**src/rtl/pc_pkg.sv**
```systemverilog
// Shared CPU definitions used by the program-counter register and its neighbours.
package pc_pkg;

   localparam logic [31:0] RESET_PC_DEFAULT = 32'h0000_0000;
   localparam int          INSTR_BYTES      = 4;

   typedef logic [31:0] addr_t;

endpackage : pc_pkg

```
**src/rtl/pc.sv**
```systemverilog
// Program-counter register of the single-cycle MIPS datapath: loads nextPC when
// PCWre is high, holds otherwise, and exposes PC+4 and a misalignment flag.
module pc
   import pc_pkg::*;
#(
   parameter int                WIDTH    = 32,
   parameter logic [WIDTH-1:0]  RESET_PC = WIDTH'(RESET_PC_DEFAULT)
) (
   input  logic             CLK,
   input  logic             RST,
   input  logic             PCWre,
   input  logic [WIDTH-1:0] nextPC,
   output logic [WIDTH-1:0] curPC,
   output logic [WIDTH-1:0] pcPlus4,
   output logic             misaligned
);

   // The initialiser gives simulation a defined PC before the first edge.
   logic [WIDTH-1:0] curPc_q = RESET_PC;
   logic [WIDTH-1:0] curPc_d;

   always_comb begin
      curPc_d = curPc_q;
      if (PCWre) begin
         curPc_d = nextPC;
      end
   end

   // Reset is tested first so an unknown nextPC can never leak in while RST is high.
   always_ff @(posedge CLK) begin
      if (RST) begin
         curPc_q <= RESET_PC;
      end else begin
         curPc_q <= curPc_d;
      end
   end

   assign curPC      = curPc_q;
   assign pcPlus4    = curPc_q + WIDTH'(INSTR_BYTES);
   assign misaligned = |curPc_q[1:0];

endmodule : pc

```
**config.mk**
```make
export PLATFORM = sky130hd
export DESIGN_NAME = pc
export DESIGN_NICKNAME = d
export VERILOG_FILES = /design/src/rtl/pc_pkg.sv /design/src/rtl/pc.sv
export SDC_FILE = /design/constraint.sdc
export NUM_CORES = 1
export LEC_CHECK = 0
export BUFFER_PORTS_ARGS = -buffer_cell sky130_fd_sc_hd__buf_2
export CAP_MARGIN = 20
export CELL_PAD_IN_SITES_DETAIL_PLACEMENT = 1
export CELL_PAD_IN_SITES_GLOBAL_PLACEMENT = 1
export CORE_ASPECT_RATIO = 1.2
export CORE_MARGIN = 1.5
export CORE_UTILIZATION = 27
export CTS_BUF_LIST = sky130_fd_sc_hd__clkbuf_4 sky130_fd_sc_hd__clkbuf_8 sky130_fd_sc_hd__clkbuf_16
export CTS_CLUSTER_DIAMETER = 80
export DETAILED_ROUTE_END_ITERATION = 12
export GPL_TIMING_DRIVEN = 0
export PLACE_DENSITY_LB_ADDON = 0.05
export SLEW_MARGIN = 5
export SYNTH_ARGS = -nofsm -noshare
export SYNTH_HDL_FRONTEND = slang
export SYNTH_SLANG_ARGS = --single-unit
export TNS_END_PERCENT = 20
```
**constraint.sdc**
```tcl
create_clock -name CLK -period 1.6 [get_ports CLK]
set_input_delay 0.32 -clock CLK [delete_from_list [all_inputs] [get_ports CLK]]
set_output_delay 0.32 -clock CLK [all_outputs]
set_load 0.01 [all_outputs]
```
==> After elaboration in Yosys (flattened, before gate mapping) <==
Cells that the tools add are included.
{ "word_totals": {"register_bits": 32, "word_cells": 3, "out_inout_bits": 65} }
{ "op_classes": {"n_addsub": 1, "n_reduce_logical": 1} }
{ "ops": {"columns": ["op", "count"], "rows": [
  ["adder 32 x 3 -> 32 bit (second input constant)", 1],
  ["OR reduction 2 bit", 1]
]} }

==> Depth between registers and ports, before layout <==
{ "logic_depth": {"depth_word": 1, "mapped_depth": 5} }

==> Worst setup path before layout <==
No wires, ideal clock.
{ "synth_path": {"kind": "reg-to-output", "startpoint": "register curPc_q[2], in the netlist curPC[2]", "endpoint": "output port pcPlus4[24]", "path_buffers": 0, "stages_incl_launch_ff": 6, "required_time_ps": 1280, "arrival_time_ps": 1531, "setup_slack_ps": -251, "cell_sequence": "dfxtp_1 -> ha_1 -> nand3_1 -> nor4_4 -> nand4_1 -> xnor2_1"} }
{ "synth_between": {"elab_chain_len": 1} }
{ "synth_rtl": {"columns": ["item", "line_no", "rtl"], "rows": [
  ["from (decl)", "pc.sv:19", "logic [WIDTH-1:0] curPc_q = RESET_PC;"],
  ["from (signal assigned)", "pc.sv:34", "curPc_q <= curPc_d;"],
  ["adder 32 x 3 -> 32 bit", "pc.sv:39", "assign pcPlus4 = curPc_q + WIDTH'(INSTR_BYTES);"],
  ["to (decl)", "pc.sv:14", "output logic [WIDTH-1:0] pcPlus4,"]
]} }
No other way between the ends.

==> Worst setup path after layout <==
{ "layout_path": {"startpoint": "register curPc_q[7], in the netlist curPC[7]", "endpoint": "output port pcPlus4[31]"} }
The elaborated chain is that of the path after synthesis.

==> metrics.yaml <==
status: "finished, violations left"
violations: "setup timing"
start_util_pct: 28.1
gp_congestion: 0.685
yosys_warnings: 0
largest_reg_flops: 32
critical_path_class: "reg2out"
crit_family: "simple AND/OR/NAND/NOR gates"
vias_per_cell: 4.53
max_slew_margin_pct: 70.5
cts_tree: "built"
end_kind: "output port"
critPathRequiredTime_ns: 1.28
overflow: 0
htree_levels: 2
final_cell_mix: "buf_2, nor2_1, mux2i_1"
row_count: 31
worst_slew_pin_slew_ns: 0.442
clk_path_buf_depth: 2
fin_setup_tns_ns: -9.70
drv_slew: 0
cts.sinks: 32
grt_pass1_wl_um: 8180
holdWs_ns: 0.260
stdcell_count: 395
wl_met1_um: 2200
die_w_um: 75.5
top_layer_used: "met4"
track_usage_pct: 15.5
dp_hpwl_um: 3790
cpPeakStageDelay_ns: 0.37
drt_wl_total_um: 5120
wire_per_inst_um: 13.0
cp_slowest_cell: "dfxtp_4"
arrival_ns: 1.82
power.total_mw: 1.98
synth_cells: 184
clockRootBuffer: "clkbuf_8"
rsz0062_at_grt: "yes"
hold_viol_final: 0
finalCritPeriodShare_pct: 134
syn_to_final_growth_pct: 63.8
p_leak_nw: 1.46
dieHeight_um: 90.0
placed_area_um2: 2380
ant_nets: 0
cts_made_buffers: 5
cap_violations: 0
grt_pass1_vias: 1743
multiInputGateArea_um2: 1160
n_antenna_cell: 0
path_clk_slew_ns: 0.07
fmax_mhz: 467
startpoint_type: "flip-flop"
first_iter_violations: 12
dr.pass1.iters: 4
dieArea_um2: 6790
synth.avg_cell_area_um2: 9.25
final_nets: 348
wl_met2_um: 2550
nFillCells: 758
cp_max_fo: 4
path_buf_inv: 3
met3_length_um: 313
core_area_um2: 6050
clk_latency_ns: 0.28
peakVddDrop_v: 0.000415
final_common_cell: "buf_2"
hold_path_class: "in2reg"
io_buffer_count: 98
yosysUniqueCellTypes: 23
power_density_nw_per_um2: 708
register_area_um2: 708
setup_viol_count_final: 25
path_cells: "nand4_1 -> buf_4 -> nor4_4 -> buf_4 -> nand4_1 -> xnor2_1 -> buf_2"
yosys_register_bits: 32
syn_area_um2: 1700
layout_setup_ws_ns: -0.540
min_period_ns: 2.14
drc: 0
clock_skew_ns: 0
syn_nets: 220
num_io_pins: 100
vias: 1791
synth-seq-area-share_pct: 37.6
drive_gt1_share_pct: 59.1
antenna_found_initial: 0
finalInstanceArea_um2: 2790
dp_cells: 364
grt_start_max_net_pins: 11
-- synthesized netlist by cell type --
library cell | instances | area [µm²]
buf_2 | 3 | 15.0
clkbuf_1 | 4 | 15.0
and3_2 | 1 | 7.51
nand4_1 | 7 | 43.8
nor2_1 | 37 | 139
nand4_2 | 1 | 12.5
nor4_4 | 2 | 42.5
buf_4 | 2 | 15.0
dfxtp_1 | 32 | 641
xnor2_1 | 21 | 184
and3_1 | 2 | 12.5
nand3_1 | 12 | 60.1
inv_1 | 2 | 7.51
nand2_1 | 9 | 33.8
and4_1 | 1 | 8.76
xor2_1 | 7 | 61.3
ha_1 | 1 | 12.5
nor4_1 | 1 | 6.26
and4_2 | 2 | 20.0
or2_2 | 3 | 18.8
nor3_1 | 1 | 5.00
nand4_4 | 1 | 21.3
mux2i_1 | 32 | 320
-- logic make-up (layout without fill, tap and decap cells) --
logic type               count (synthesis)  in the layout  synth area share [%]
AND/OR/NAND/NOR                         80             80                  25.3
multiplexers                            32             32                  18.8
flip-flops                              32             32                  37.6
XOR/XNOR                                28             28                  14.4
buffers and inverters                   11            140                  3.09
adder cells (fa/ha/maj)                  1              1                 0.735
-- worst reg2reg max path, cell delays in order (launching register included) --
cell,delay (ns)
dfxtp_4,0.35
buf_4,0.15
mux2i_1,0.13
nor2_1,0.05
-- path summary, 6_finish.rpt --
path	from	end	slack, ns	cells after the start
worst min register to register	curPC[17]$_SDFFE_PP0P_	curPC[17]$_SDFFE_PP0P_	0.53	2
worst max-delay path	curPC[7]$_SDFFE_PP0P_	pcPlus4[31]	-0.54	7
worst min-delay path	RST	curPC[31]$_SDFFE_PP0P_	0.26	2
worst max register to register	curPC[10]$_SDFFE_PP0P_	curPC[10]$_SDFFE_PP0P_	0.79	3
-- metal layers --
| layer | vias to the layer above | track usage, % |
|---|---|---|
| met2 | 54 | 25.0 |
| met4 | 0 | 4.46 |
| met5 | - | 0 |
| met3 | 5 | 3.92 |
| met1 | 849 | 19.9 |
| li1 | 883 | - |
-- timing repair --
item,4_1_cts,5_1_grt
gates resized for setup,39,7
setup endpoints to repair,25,26
setup buffers,18,5
hold buffers,0,0
cloned,0,0
pin swaps,15,6
-- layout make-up --
class,count,share of cell area [%]
plain buffers,9,1.62
repair buffers,121,24.0
well taps,82,3.68
flip-flops and latches,32,25.4
inverters,2,0.269
clock buffers,8,3.50
multi-input cells,141,41.5
-- report_power, final --
group / leakage [nW] / total [mW] / internal, mW / switching, mW
clock: 0.0523 / 0.671 / 0.384 / 0.286
combinational: 1.13 / 0.401 / 0.208 / 0.194
sequential: 0.277 / 0.903 / 0.838 / 0.0655
-- metrics by stage --
stage / utilization (%) / setup WS [ns]
3_3_place_gp: 39.3 / -0.499
5_1_grt: 46.1 / -0.711
3_5_place_dp: 39.3 / -0.509
4_1_cts: 45.0 / -0.573
6_report: 46.1 / -0.540
2_1_floorplan: - / -0.178
Power figures use the tool's default switching activity.
